`src/rtl/reg_write_seq.sv`:
```
// Host register-write sequencer: queues {addr,data} writes and replays them as one-cycle strobes.
// Define REG_WRITE_SEQ_VBLANK_GATE_EN to allow draining only while iVBLANK is high.
module reg_write_seq #(
   parameter int FIFO_DEPTH = 8
) (
   input  logic                          iCLOCK,
   input  logic                          iRESET,
   input  logic [2:0]                    iHOST_ADDR,
   input  logic [31:0]                   iHOST_DATA,
   input  logic                          iHOST_VALID,
   output logic                          oHOST_READY,
   input  logic                          iVBLANK,
   output logic [2:0]                    oREG_ADDR,
   output logic [31:0]                   oREG_DATA,
   output logic                          oREG_WRITE,
   output logic [$clog2(FIFO_DEPTH):0]   oLEVEL,
   output logic                          oBUSY
);

   localparam int PW = $clog2(FIFO_DEPTH);
   localparam int LW = PW + 1;
   localparam logic [LW-1:0] DEPTH_L = LW'(FIFO_DEPTH);

   typedef enum logic {IDLE, DRAIN} state_t;

   typedef struct packed {
      logic [2:0]  addr;
      logic [31:0] data;
   } entry_t;

   state_t          state_q, state_d;
   logic [PW-1:0]   wr_ptr_q, wr_ptr_d;
   logic [PW-1:0]   rd_ptr_q, rd_ptr_d;
   logic [LW-1:0]   level_q, level_d;
   logic [2:0]      reg_addr_q, reg_addr_d;
   logic [31:0]     reg_data_q, reg_data_d;
   logic            reg_write_q, reg_write_d;
   entry_t          mem_q [FIFO_DEPTH];

   logic gate;
   logic empty;
   logic push;
   logic pop;
   entry_t head;

`ifdef REG_WRITE_SEQ_VBLANK_GATE_EN
   assign gate = iVBLANK;
`else
   logic unused_vblank;
   assign gate          = 1'b1;
   assign unused_vblank = iVBLANK;
`endif

   assign empty       = (level_q == '0);
   // Full is judged on the registered level only, so a same-cycle pop never opens a full queue.
   assign oHOST_READY = !iRESET && (level_q < DEPTH_L);
   assign push        = iHOST_VALID && oHOST_READY;
   assign head        = mem_q[rd_ptr_q];

   // Pop is decided by the registered state, so a pop committed on the gate-closing edge still strobes.
   assign pop = (state_q == DRAIN) && !empty;

   always_comb begin
      // NOTE: every combinational output gets a default first so no path leaves it unassigned (no latch).
      state_d     = state_q;
      wr_ptr_d    = wr_ptr_q;
      rd_ptr_d    = rd_ptr_q;
      level_d     = level_q;
      reg_addr_d  = reg_addr_q;
      reg_data_d  = reg_data_q;
      reg_write_d = 1'b0;

      if (push) begin
         wr_ptr_d = wr_ptr_q + PW'(1);
      end
      if (pop) begin
         rd_ptr_d    = rd_ptr_q + PW'(1);
         reg_write_d = 1'b1;
         reg_addr_d  = head.addr;
         reg_data_d  = head.data;
      end

      unique case ({push, pop})
         2'b10:   level_d = level_q + LW'(1);
         2'b01:   level_d = level_q - LW'(1);
         default: level_d = level_q;
      endcase

      unique case (state_q)
         IDLE:  if (!empty && gate) state_d = DRAIN;
         DRAIN: if (empty || !gate) state_d = IDLE;
         default: state_d = IDLE;
      endcase
   end

   // NOTE: state uses non-blocking assignments so every register sees pre-edge values.
   always_ff @(posedge iCLOCK) begin
      if (iRESET) begin
         state_q     <= IDLE;
         wr_ptr_q    <= '0;
         rd_ptr_q    <= '0;
         level_q     <= '0;
         reg_addr_q  <= '0;
         reg_data_q  <= '0;
         reg_write_q <= 1'b0;
      end else begin
         state_q     <= state_d;
         wr_ptr_q    <= wr_ptr_d;
         rd_ptr_q    <= rd_ptr_d;
         level_q     <= level_d;
         reg_addr_q  <= reg_addr_d;
         reg_data_q  <= reg_data_d;
         reg_write_q <= reg_write_d;
      end
   end

   // NOTE: the storage array is not reset; level and pointers alone define which entries are valid.
   always_ff @(posedge iCLOCK) begin
      if (push) begin
         mem_q[wr_ptr_q] <= '{addr: iHOST_ADDR, data: iHOST_DATA};
      end
   end

   assign oREG_ADDR  = reg_addr_q;
   assign oREG_DATA  = reg_data_q;
   assign oREG_WRITE = reg_write_q;
   assign oLEVEL     = level_q;
   assign oBUSY      = !empty || reg_write_q;

endmodule

```
`config.mk`:
```
export PLATFORM = sky130hd
export DESIGN_NAME = reg_write_seq
export DESIGN_NICKNAME = d
export VERILOG_FILES = /design/src/rtl/reg_write_seq.sv
export SDC_FILE = /design/constraint.sdc
export NUM_CORES = 1
export LEC_CHECK = 0
export ABC_AREA = 1
export CELL_PAD_IN_SITES_DETAIL_PLACEMENT = 1
export CELL_PAD_IN_SITES_GLOBAL_PLACEMENT = 2
export CORE_MARGIN = 2
export CORE_UTILIZATION = 45
export CTS_BUF_LIST = sky130_fd_sc_hd__clkbuf_8
export DETAILED_ROUTE_END_ITERATION = 6
export PLACE_DENSITY_LB_ADDON = 0.1
export RECOVER_POWER = 25
export SYNTH_ARGS = -nofsm -noshare
export SYNTH_HDL_FRONTEND = slang
export SYNTH_SLANG_ARGS = --single-unit
```
`constraint.sdc`:
```
create_clock -name iCLOCK -period 9.8 [get_ports iCLOCK]
set_input_delay 2.45 -clock iCLOCK [delete_from_list [all_inputs] [get_ports iCLOCK]]
set_output_delay 2.45 -clock iCLOCK [all_outputs]
set_load 0.01 [all_outputs]
```
==> flow_summary.yaml, run 1 <==
outcome:
  outcome: "completed"
place:
  dp.final_hpwl_mm: 16.0
  pre_cts_ws_ps: 3410
  gp_congestion: 0.684
  portBuffers: 79
detailed_routing:
  vias_per_cell: 5.18
  drt_first_pass_iters: 5
  vias: 8476
  wl_mm: 30.9
  wl_per_cell_um: 18.9
  route.detailed.drc: 0
  drt_iter0_drc: 439
  antenna_left: 0
timing:
  max_freq_mhz: 156
  tightest_slew_ps: 1170
  finalSetupTns_ps: 0
  setup_viol: 0
  whs_ps: 500
  max_slew_margin: 0.220
  rsz0062_at_grt: "false"
  clock_skew_ps: 31.5
  hold_viol_final: 0
  fin_ws_ps: 3410
  drv_slew: 0
  timing.final.crit_share: 0.652
  finalCriticalPeriod_ps: 6390
die:
  core_region_area_mm2: 0.0288
  row_count: 62
  initial_core_util: 0.457
  fp.dieArea_mm2: 0.0306
  die_x_um: 175
  ios: 81
  die-height_um: 175
hold_path:
  min_path_type: "reg2reg"
  whs_endpoint: "wr_ptr_q[0]$_SDFFE_PP0P_"
  min_from: "wr_ptr_q[0]$_SDFFE_PP0P_"
  holdPathStages: 2
clock_network:
  clkTransAtPathRegs_ps: 50
  cts_buffer_depth: 3
  clk_latency_ps: 590
  cts.sinks: 327
  cts_tree: "done"
  root_buffer: "clkbuf_8"
  cts-hold-fix-buffers: 0
  htree_levels: 2
  cts_resized: 0
  cts_setup_buffers: 0
  cts_buffers: 53
critical_path:
  cp.required_ps: 7350
  cp.arrival_ps: 3940
  path_class: "in2out"
  cp_max_fo: 32
  rr_endpoint: "oREG_DATA[5]$_SDFFE_PP0P_"
  r2r_start: "rd_ptr_q[0]$_SDFFE_PP0P_"
  r2r_cells: 8
  startpoint_type: "input port"
  cp-end-kind: "output port"
  rrSetupSlack_ps: 6910
finish:
  final_util: 0.530
  nNetsFinal: 1251
  multi_input_area_mm2: 0.00311
  area.sequential_mm2: 0.00935
  syn2layout_area_growth_pct: 15.8
  fill_cells: 3008
  post_route_cells_drive_above_1_share: 0.101
yosys:
  synthArstFlopShare: 0
  yosysSeqAreaShare: 0.710
  yosysWarnings: 0
  syn_nets: 1167
  synth_edf_count: 280
  syn_area_per_cell_um2: 11.7
  yosys_most_used_dff: "edfxtp_1"
  synth_seq_cells: 327
  syn-cell-area_mm2: 0.0132
  netlist_instances: 1123
  yosys.cell_types.count: 25
power_and_ir_drop:
  switchingPower_mw: 1.25
  intPower_mw: 2.57
  p_comb_frac: 0.271
  total_power_mw: 3.82
  vdd_drop_max_mv: 0.149
  netSwitchingFraction: 0.327
  p_leak_nw: 5.39
  seqPwrFrac: 0.450
  powerDensity_mw_per_mm2: 251
  pwr-share-clk: 0.279
global_route:
  grt_usage: 0.207
  antenna_found_initial: 2
  grt_pass1_vias: 8612
  grt_pass1_wl_mm: 48.3
  grt_max_degree: 111
  overflow: 0
flow_run:
  maxCapViolations: 0
[worst max path at each step]
| stage | from | end | slack, ps | depth (start not counted) |
|---|---|---|---|---|
| floorplan | iRESET | oHOST_READY | 4710 | 1 |
| global placement | iRESET | oHOST_READY | 3430 | 4 |
| detailed placement | iRESET | oHOST_READY | 3410 | 4 |
| CTS | iRESET | oHOST_READY | 3410 | 4 |
| global route | iRESET | oHOST_READY | 3340 | 4 |
| finish | iRESET | oHOST_READY | 3410 | 4 |
[synth_stat cells (3+ instances only)]
cell / count / share of area
a21oi_2: 31 / 0.021
a21oi_1: 15 / 0.0057
dfxtp_1: 47 / 0.071
buf_6: 4 / 0.0034
inv_1: 102 / 0.029
buf_4: 12 / 0.0068
ha_1: 5 / 0.0048
buf_2: 27 / 0.010
buf_1: 3 / 0.00086
o21ai_1: 64 / 0.024
nand2_1: 139 / 0.040
edfxtp_1: 280 / 0.64
clkbuf_1: 21 / 0.0060
nand3_1: 73 / 0.028
nor2_1: 171 / 0.049
o211ai_1: 61 / 0.035
o21ai_0: 58 / 0.022
[layout by cell type, fill, tap and decap left out, types with 45 or more instances in the layout]
cell	netlist	layout
o21ai_1	64	64
nand3_1	73	73
dfxtp_1	47	45
o21ai_0	58	58
nand2_1	139	139
nor2_1	171	163
clkbuf_8	0	59
inv_1	102	129
clkdlybuf4s50_1	0	54
o211ai_1	61	61
edfxtp_1	280	280
[metal layers]
layer	track usage	vias to the layer above	part of all wire
met2	0.352	137	0.49
met3	0.0331	47	0.033
met4	0.0611	2	0.018
met5	0	-	0.00039
met1	0.274	4217	0.46
li1	-	4073	-
[critical path: stages]
cell and delay [ps]:
clkdlybuf4s50_1 460, buf_4 420, nor2_1 110, clkdlybuf4s50_1 500
[cell families after synthesis]
logic type | Yosys count | share of synthesized area
AO/OA/AOI/OAI | 229 | 0.108
XOR/XNOR | 3 | 0.00200
adder cells (fa/ha/maj) | 5 | 0.00475
buffers and inverters | 173 | 0.0578
flip-flops | 327 | 0.710
AND/OR/NAND/NOR | 386 | 0.118
[flip-flops by register name (all words and copies together), names as in the netlist]
signal,flops
mem_q,280
oREG_DATA,32
oLEVEL,4
oREG_ADDR,3
rd_ptr_q,3
wr_ptr_q,3
oREG_WRITE,1
state_q,1
[stage by stage]
stage	std cells	area (um2)
floorplan	1123	13200
global placement	1536	14300
detailed placement	1536	14300
CTS	1636	15200
global route	1637	15200
finish	1637	15200
[cell type report]
cell class | count | area share
repair buffers | 96 | 0.0603
clock inverters | 41 | 0.0107
inverters | 106 | 0.0263
flip-flops and latches | 327 | 0.614
diodes | 1 | 0.000164
multi-input cells | 623 | 0.204
well taps | 384 | 0.0315
clock buffers | 59 | 0.0533
[power groups by stage]
stage / clock network [mW] / logic (mW) / registers [mW]
6_report: 1.07 / 1.04 / 1.72
5_1_grt: 1.16 / 1.17 / 1.73
4_1_cts: 1.10 / 1.06 / 1.72
3_5_place_dp: 0 / 1.05 / 1.75
3_3_place_gp: 0 / 1.03 / 1.74
2_1_floorplan: 0 / 0.718 / 1.72
Note: power is estimated with default switching activity, not from simulation.
==> run 2, diff against run 1 <==
--- a/config.mk
+++ b/config.mk
@@ -9,7 +9,7 @@
 export CELL_PAD_IN_SITES_DETAIL_PLACEMENT = 1
 export CELL_PAD_IN_SITES_GLOBAL_PLACEMENT = 2
 export CORE_MARGIN = 2
-export CORE_UTILIZATION = 45
+export CORE_UTILIZATION = 38
 export CTS_BUF_LIST = sky130_fd_sc_hd__clkbuf_8
 export DETAILED_ROUTE_END_ITERATION = 6
 export PLACE_DENSITY_LB_ADDON = 0.1
==> constraint.sdc (replaced) <==
create_clock -name iCLOCK -period 5.5 [get_ports iCLOCK]
set_input_delay 1.375 -clock iCLOCK [delete_from_list [all_inputs] [get_ports iCLOCK]]
set_output_delay 1.375 -clock iCLOCK [all_outputs]
set_load 0.01 [all_outputs]
==> run 2 against run 1 <==
Compared with the run above:
- wire length increased by 7.0%
- sequential power rose by 75%
- cell count increased by 4.8%
- critical path type unchanged
- power rose by 84%
- first-iteration DRC count shrank 14%
- register-to-register slack lost 3900 ps
- final area is 1.7% higher
- clock skew down 13 ps
==> flow_summary.yaml, run 2 (synthesis gave the netlist of run 1 again) <==
finish:
  nNetsFinal: 1258
  syn2layout_area_growth_pct: 17.7
  largest_reg_flops: 280
  largest_register: "mem_q"
  final_cell_mix: "edfxtp_1 (280), nor2_1 (163), nand2_1 (139)"
  final_common_cell: "edfxtp_1"
  post_route_cells_drive_above_1_share: 0.110
  antenna-diode-count: 0
critical_path:
  path_class: "in2out"
  crit_chain: "clkdlybuf4s50_1 > nor2_1 > clkdlybuf4s50_1"
  cp-end-kind: "output port"
  r2r_start: "rd_ptr_q[0]$_SDFFE_PP0P_"
  cp_max_fo: 2
  cp_common_cell: "clkdlybuf4s50_1"
  cp_slowest_stage_delay_ps: 550
  cp.required_ps: 4120
  cp.arrival_ps: 2530
  cpMaxStageDelayCell: "clkdlybuf4s50_1"
  startpoint_type: "input port"
  crit_start: "iRESET"
die:
  fp.dieArea_mm2: 0.0361
  initial_core_util: 0.384
  row_count: 68
  ios: 81
  die-height_um: 190
  die_x_um: 190
  core_region_area_mm2: 0.0343
clock_network:
  htree_levels: 2
  root_buffer: "clkbuf_8"
  cts.sinks: 327
  clkTransAtPathRegs_ps: 60
  cts_tree: "done"
  cts-hold-fix-buffers: 0
  cts_setup_buffers: 0
  cts_buffer_depth: 3
  clk_latency_ps: 590
  cts_resized: 0
  cts_buffers: 56
detailed_routing:
  drt_first_pass_iters: 4
  wl_per_cell_um: 19.3
  route.detailed.drc: 0
  vias: 8600
  antenna_left: 0
  wl_mm: 33.0
  drt_iter0_drc: 379
  vias_per_cell: 5.01
global_route:
  grt_pass1_wl_mm: 51.0
  overflow: 0
  grt_pass1_vias: 8905
  grt_usage: 0.187
  grt_max_degree: 133
  antenna_found_initial: 1
timing:
  max_slew_margin: 0.264
  setup_viol: 0
  rsz0062_at_grt: "false"
  tightest_slew_ps: 1100
  hold_viol_final: 0
  timing.final.crit_share: 0.709
  max_freq_mhz: 256
  clock_skew_ps: 18.1
  fin_ws_ps: 1600
  drv_slew: 0
  finalCriticalPeriod_ps: 3900
  whs_ps: 497
  finalSetupTns_ps: 0
hold_path:
  min_from: "wr_ptr_q[0]$_SDFFE_PP0P_"
  min_path_type: "reg2reg"
power_and_ir_drop:
  powerDensity_mw_per_mm2: 453
  vdd_drop_max_mv: 0.209
  p_leak_nw: 5.47
outcome:
  outcome: "completed"
place:
  dp.final_hpwl_mm: 17.4
  gp_congestion: 0.693
  pre_cts_ws_ps: 1390
  portBuffers: 79
flow_run:
  maxCapViolations: 0
## run 2: changes by cell type in the layout (fill, tap and decap cells not counted)
cell / previous run / this run
inv_6: 0 / 1
inv_2: 2 / 3
diode_2: 1 / 0
buf_4: 17 / 19
buf_12: 0 / 2
clkinvlp_4: 1 / 0
inv_1: 129 / 125
inv_4: 1 / 0
clkbuf_8: 59 / 69
dlygate4sd3_1: 25 / 21
clkinv_1: 10 / 9
clkdlybuf4s50_1: 54 / 58
clkinv_2: 4 / 3
## run 2: per-layer routing
layer	GRT usage	vias to the layer above	part of all wire
li1	-	4088	-
met3	0.0304	60	0.034
met4	0.0474	2	0.017
met5	0	-	0.00039
met1	0.249	4322	0.47
met2	0.320	128	0.48
## run 2: worst paths after layout
kind                                     to  slack, ps  cells past startpoint
setup / recovery                oHOST_READY       1600                      3
hold / removal     wr_ptr_q[0]$_SDFFE_PP0P_        500                      2
setup reg to reg  oREG_DATA[9]$_SDFFE_PP0P_       2970                      8
hold reg to reg    wr_ptr_q[0]$_SDFFE_PP0P_        500                      2
## run 2: through the flow
stage | std cells | util | instance area [um2] | power, mW
6_report | 1715 | 0.452 | 15500 | 7.01
5_1_grt | 1715 | 0.452 | 15500 | 7.45
4_1_cts | 1715 | 0.452 | 15500 | 7.14
3_5_place_dp | 1611 | 0.420 | 14400 | 5.03
3_3_place_gp | 1611 | 0.420 | 14400 | 5.00
2_1_floorplan | 1123 | - | 13200 | 4.35
## run 2: area by class of cell
cell class              count  area, um2
fillers                  3617      18800
clock inverters            35        135
repair buffers            100        973
well taps                 455        569
flip-flops and latches    327       9350
multi-input cells         623       3110
clock buffers              69        950
inverters                 106        403
## run 2: critical path: cells and delay by family
kind | cells | cell delay (ps)
buffers and inverters | 2 | 1010
and+or+nand+nor | 1 | 140
## run 2: report_power, final
group          internal, mW  leakage (nW)  total, mW  switching [mW]
clock                  1.12         0.648       2.08           0.955
sequential             2.88          2.91       3.01           0.125
combinational         0.720          1.90       1.93            1.21
==> run 3, diff against run 2 <==
==> constraint.sdc (replaced) <==
create_clock -name iCLOCK -period 3.4 [get_ports iCLOCK]
set_input_delay 0.85 -clock iCLOCK [delete_from_list [all_inputs] [get_ports iCLOCK]]
set_output_delay 0.85 -clock iCLOCK [all_outputs]
set_load 0.01 [all_outputs]
==> run 3 against run 2 <==
Compared with the run above:
- hold slack better by 1.6 ps
- core utilization up 0.50 points
- global-route usage down 0.28 points
- largest cell class unchanged
- highest routed layer unchanged
==> flow_summary.yaml, run 3 (synthesis gave the netlist of run 1 again) <==
finish:
  fin_cells: 1728
  final_common_cell: "edfxtp_1"
  final_util: 0.457
  largest_register: "mem_q"
  syn2layout_area_growth_pct: 19.0
  largest_reg_flops: 280
  post_route_cells_drive_above_1_share: 0.115
  final_cell_mix: "edfxtp_1 (280), nor2_1 (163), nand2_1 (139)"
  design_area_mm2: 0.0157
  nNetsFinal: 1268
  fill_cells: 3677
timing:
  drv_slew: 0
  max_freq_mhz: 350
  fin_ws_ps: 543
  max_slew_margin: 0.308
  finalCriticalPeriod_ps: 2860
  clock_skew_ps: 15.2
  timing.final.crit_share: 0.840
  finalSetupTns_ps: 0
  tightest_slew_ps: 1030
  whs_ps: 498
  setup_viol: 0
  rsz0062_at_grt: "false"
  hold_viol_final: 0
flow_run:
  maxCapViolations: 0
global_route:
  grt_max_degree: 203
  grt.busiest_layer: "met2"
  grt_pass1_vias: 8880
  use_met2: 0.326
  grt_usage: 0.184
  grt_pass1_wl_mm: 50.5
  antenna_found_initial: 2
  grt_use_met3: 0.0304
  overflow: 0
  use_met1: 0.235
die:
  core_region_area_mm2: 0.0343
  initial_core_util: 0.384
  ios: 81
  fp.dieArea_mm2: 0.0361
  die_x_um: 190
  row_count: 68
  die-height_um: 190
critical_path:
  crit_chain: "clkdlybuf4s50_1 > nor2_1 > clkdlybuf4s50_1"
  cp-endpoint: "oHOST_READY"
  r2r_cells: 13
  cp_slowest_stage_delay_ps: 550
  cp-end-kind: "output port"
  cp_common_cell: "clkdlybuf4s50_1"
  path_class: "in2out"
  cp.required_ps: 2550
  cp.arrival_ps: 2010
  rrSetupSlack_ps: 1160
  crit_start: "iRESET"
  cp_max_fo: 2
  startpoint_type: "input port"
  rr_endpoint: "oLEVEL[2]$_SDFFE_PP0P_"
  cpMaxStageDelayCell: "clkdlybuf4s50_1"
  r2r_start: "oLEVEL[1]$_SDFFE_PP0P_"
outcome:
  outcome: "completed"
place:
  portBuffers: 79
  gp_congestion: 0.682
  dp_cells: 1620
  pre_cts_ws_ps: 377
  placed_area_mm2: 0.0146
  dp.final_hpwl_mm: 17.7
detailed_routing:
  drt_first_pass_iters: 4
  route.detailed.drc: 0
  wl_mm: 32.5
  wl_per_cell_um: 18.8
  vias: 8551
  antenna_left: 0
  vias_per_cell: 4.95
  drt_iter0_drc: 389
power_and_ir_drop:
  intPower_mw: 7.63
  powerDensity_mw_per_mm2: 724
  vdd_drop_max_mv: 0.524
  switchingPower_mw: 3.71
  p_leak_nw: 5.53
  seqPwrFrac: 0.424
  pwr-share-clk: 0.292
  p_comb_frac: 0.284
  total_power_mw: 11.3
  netSwitchingFraction: 0.327
clock_network:
  cts_buffer_depth: 3
  cts_buffers: 57
  root_buffer: "clkbuf_8"
  clkTransAtPathRegs_ps: 60
  cts_setup_buffers: 0
  cts_tree: "done"
  cts.sinks: 327
  clk_latency_ps: 590
  cts-hold-fix-buffers: 0
  htree_levels: 2
  cts_resized: 0
hold_path:
  min_path_type: "reg2reg"
run 3: final cells by class:
| cell class | count | area [um2] | share of cell area |
|---|---|---|---|
| diodes | 1 | 2.50 | 0.000160 |
| multi-input cells | 623 | 3110 | 0.199 |
| clock buffers | 62 | 853 | 0.0545 |
| flip-flops and latches | 327 | 9350 | 0.597 |
| well taps | 455 | 569 | 0.0363 |
| repair buffers | 109 | 1170 | 0.0744 |
| inverters | 106 | 400 | 0.0256 |
| clock inverters | 45 | 209 | 0.0133 |
run 3: critical path: cells and delay by family:
family	cells	cell delay, ps
buffers and inverters	2	1020
AND/OR/NAND/NOR	1	140
run 3: layer usage:
layer / wire [um] / part of all wire / up-vias
met3: 1140 / 0.035 / 50
met4: 602 / 0.019 / 2
met5: 13 / 0.00040 / -
met2: 16200 / 0.50 / 141
li1: - / - / 4118
met1: 14600 / 0.45 / 4240
run 3: worst min-delay path by stage:
stage / depth (start not counted) / from / end / slack (ps)
2_1_floorplan: 2 / wr_ptr_q[0]$_SDFFE_PP0P_ / wr_ptr_q[0]$_SDFFE_PP0P_ / 460
3_3_place_gp: 2 / wr_ptr_q[0]$_SDFFE_PP0P_ / wr_ptr_q[0]$_SDFFE_PP0P_ / 480
3_5_place_dp: 2 / wr_ptr_q[0]$_SDFFE_PP0P_ / wr_ptr_q[0]$_SDFFE_PP0P_ / 490
4_1_cts: 2 / wr_ptr_q[0]$_SDFFE_PP0P_ / wr_ptr_q[0]$_SDFFE_PP0P_ / 500
5_1_grt: 2 / wr_ptr_q[0]$_SDFFE_PP0P_ / wr_ptr_q[0]$_SDFFE_PP0P_ / 530
6_report: 2 / wr_ptr_q[0]$_SDFFE_PP0P_ / wr_ptr_q[0]$_SDFFE_PP0P_ / 500
run 3: power groups by stage:
stage | Sequential (mW) | Combinational (mW) | Clock, mW
floorplan | 4.97 | 2.07 | 0
global placement | 4.88 | 3.25 | 0
detailed placement | 4.89 | 3.30 | 0
CTS | 4.81 | 3.31 | 3.44
global route | 4.83 | 3.63 | 3.60
finish | 4.80 | 3.22 | 3.32
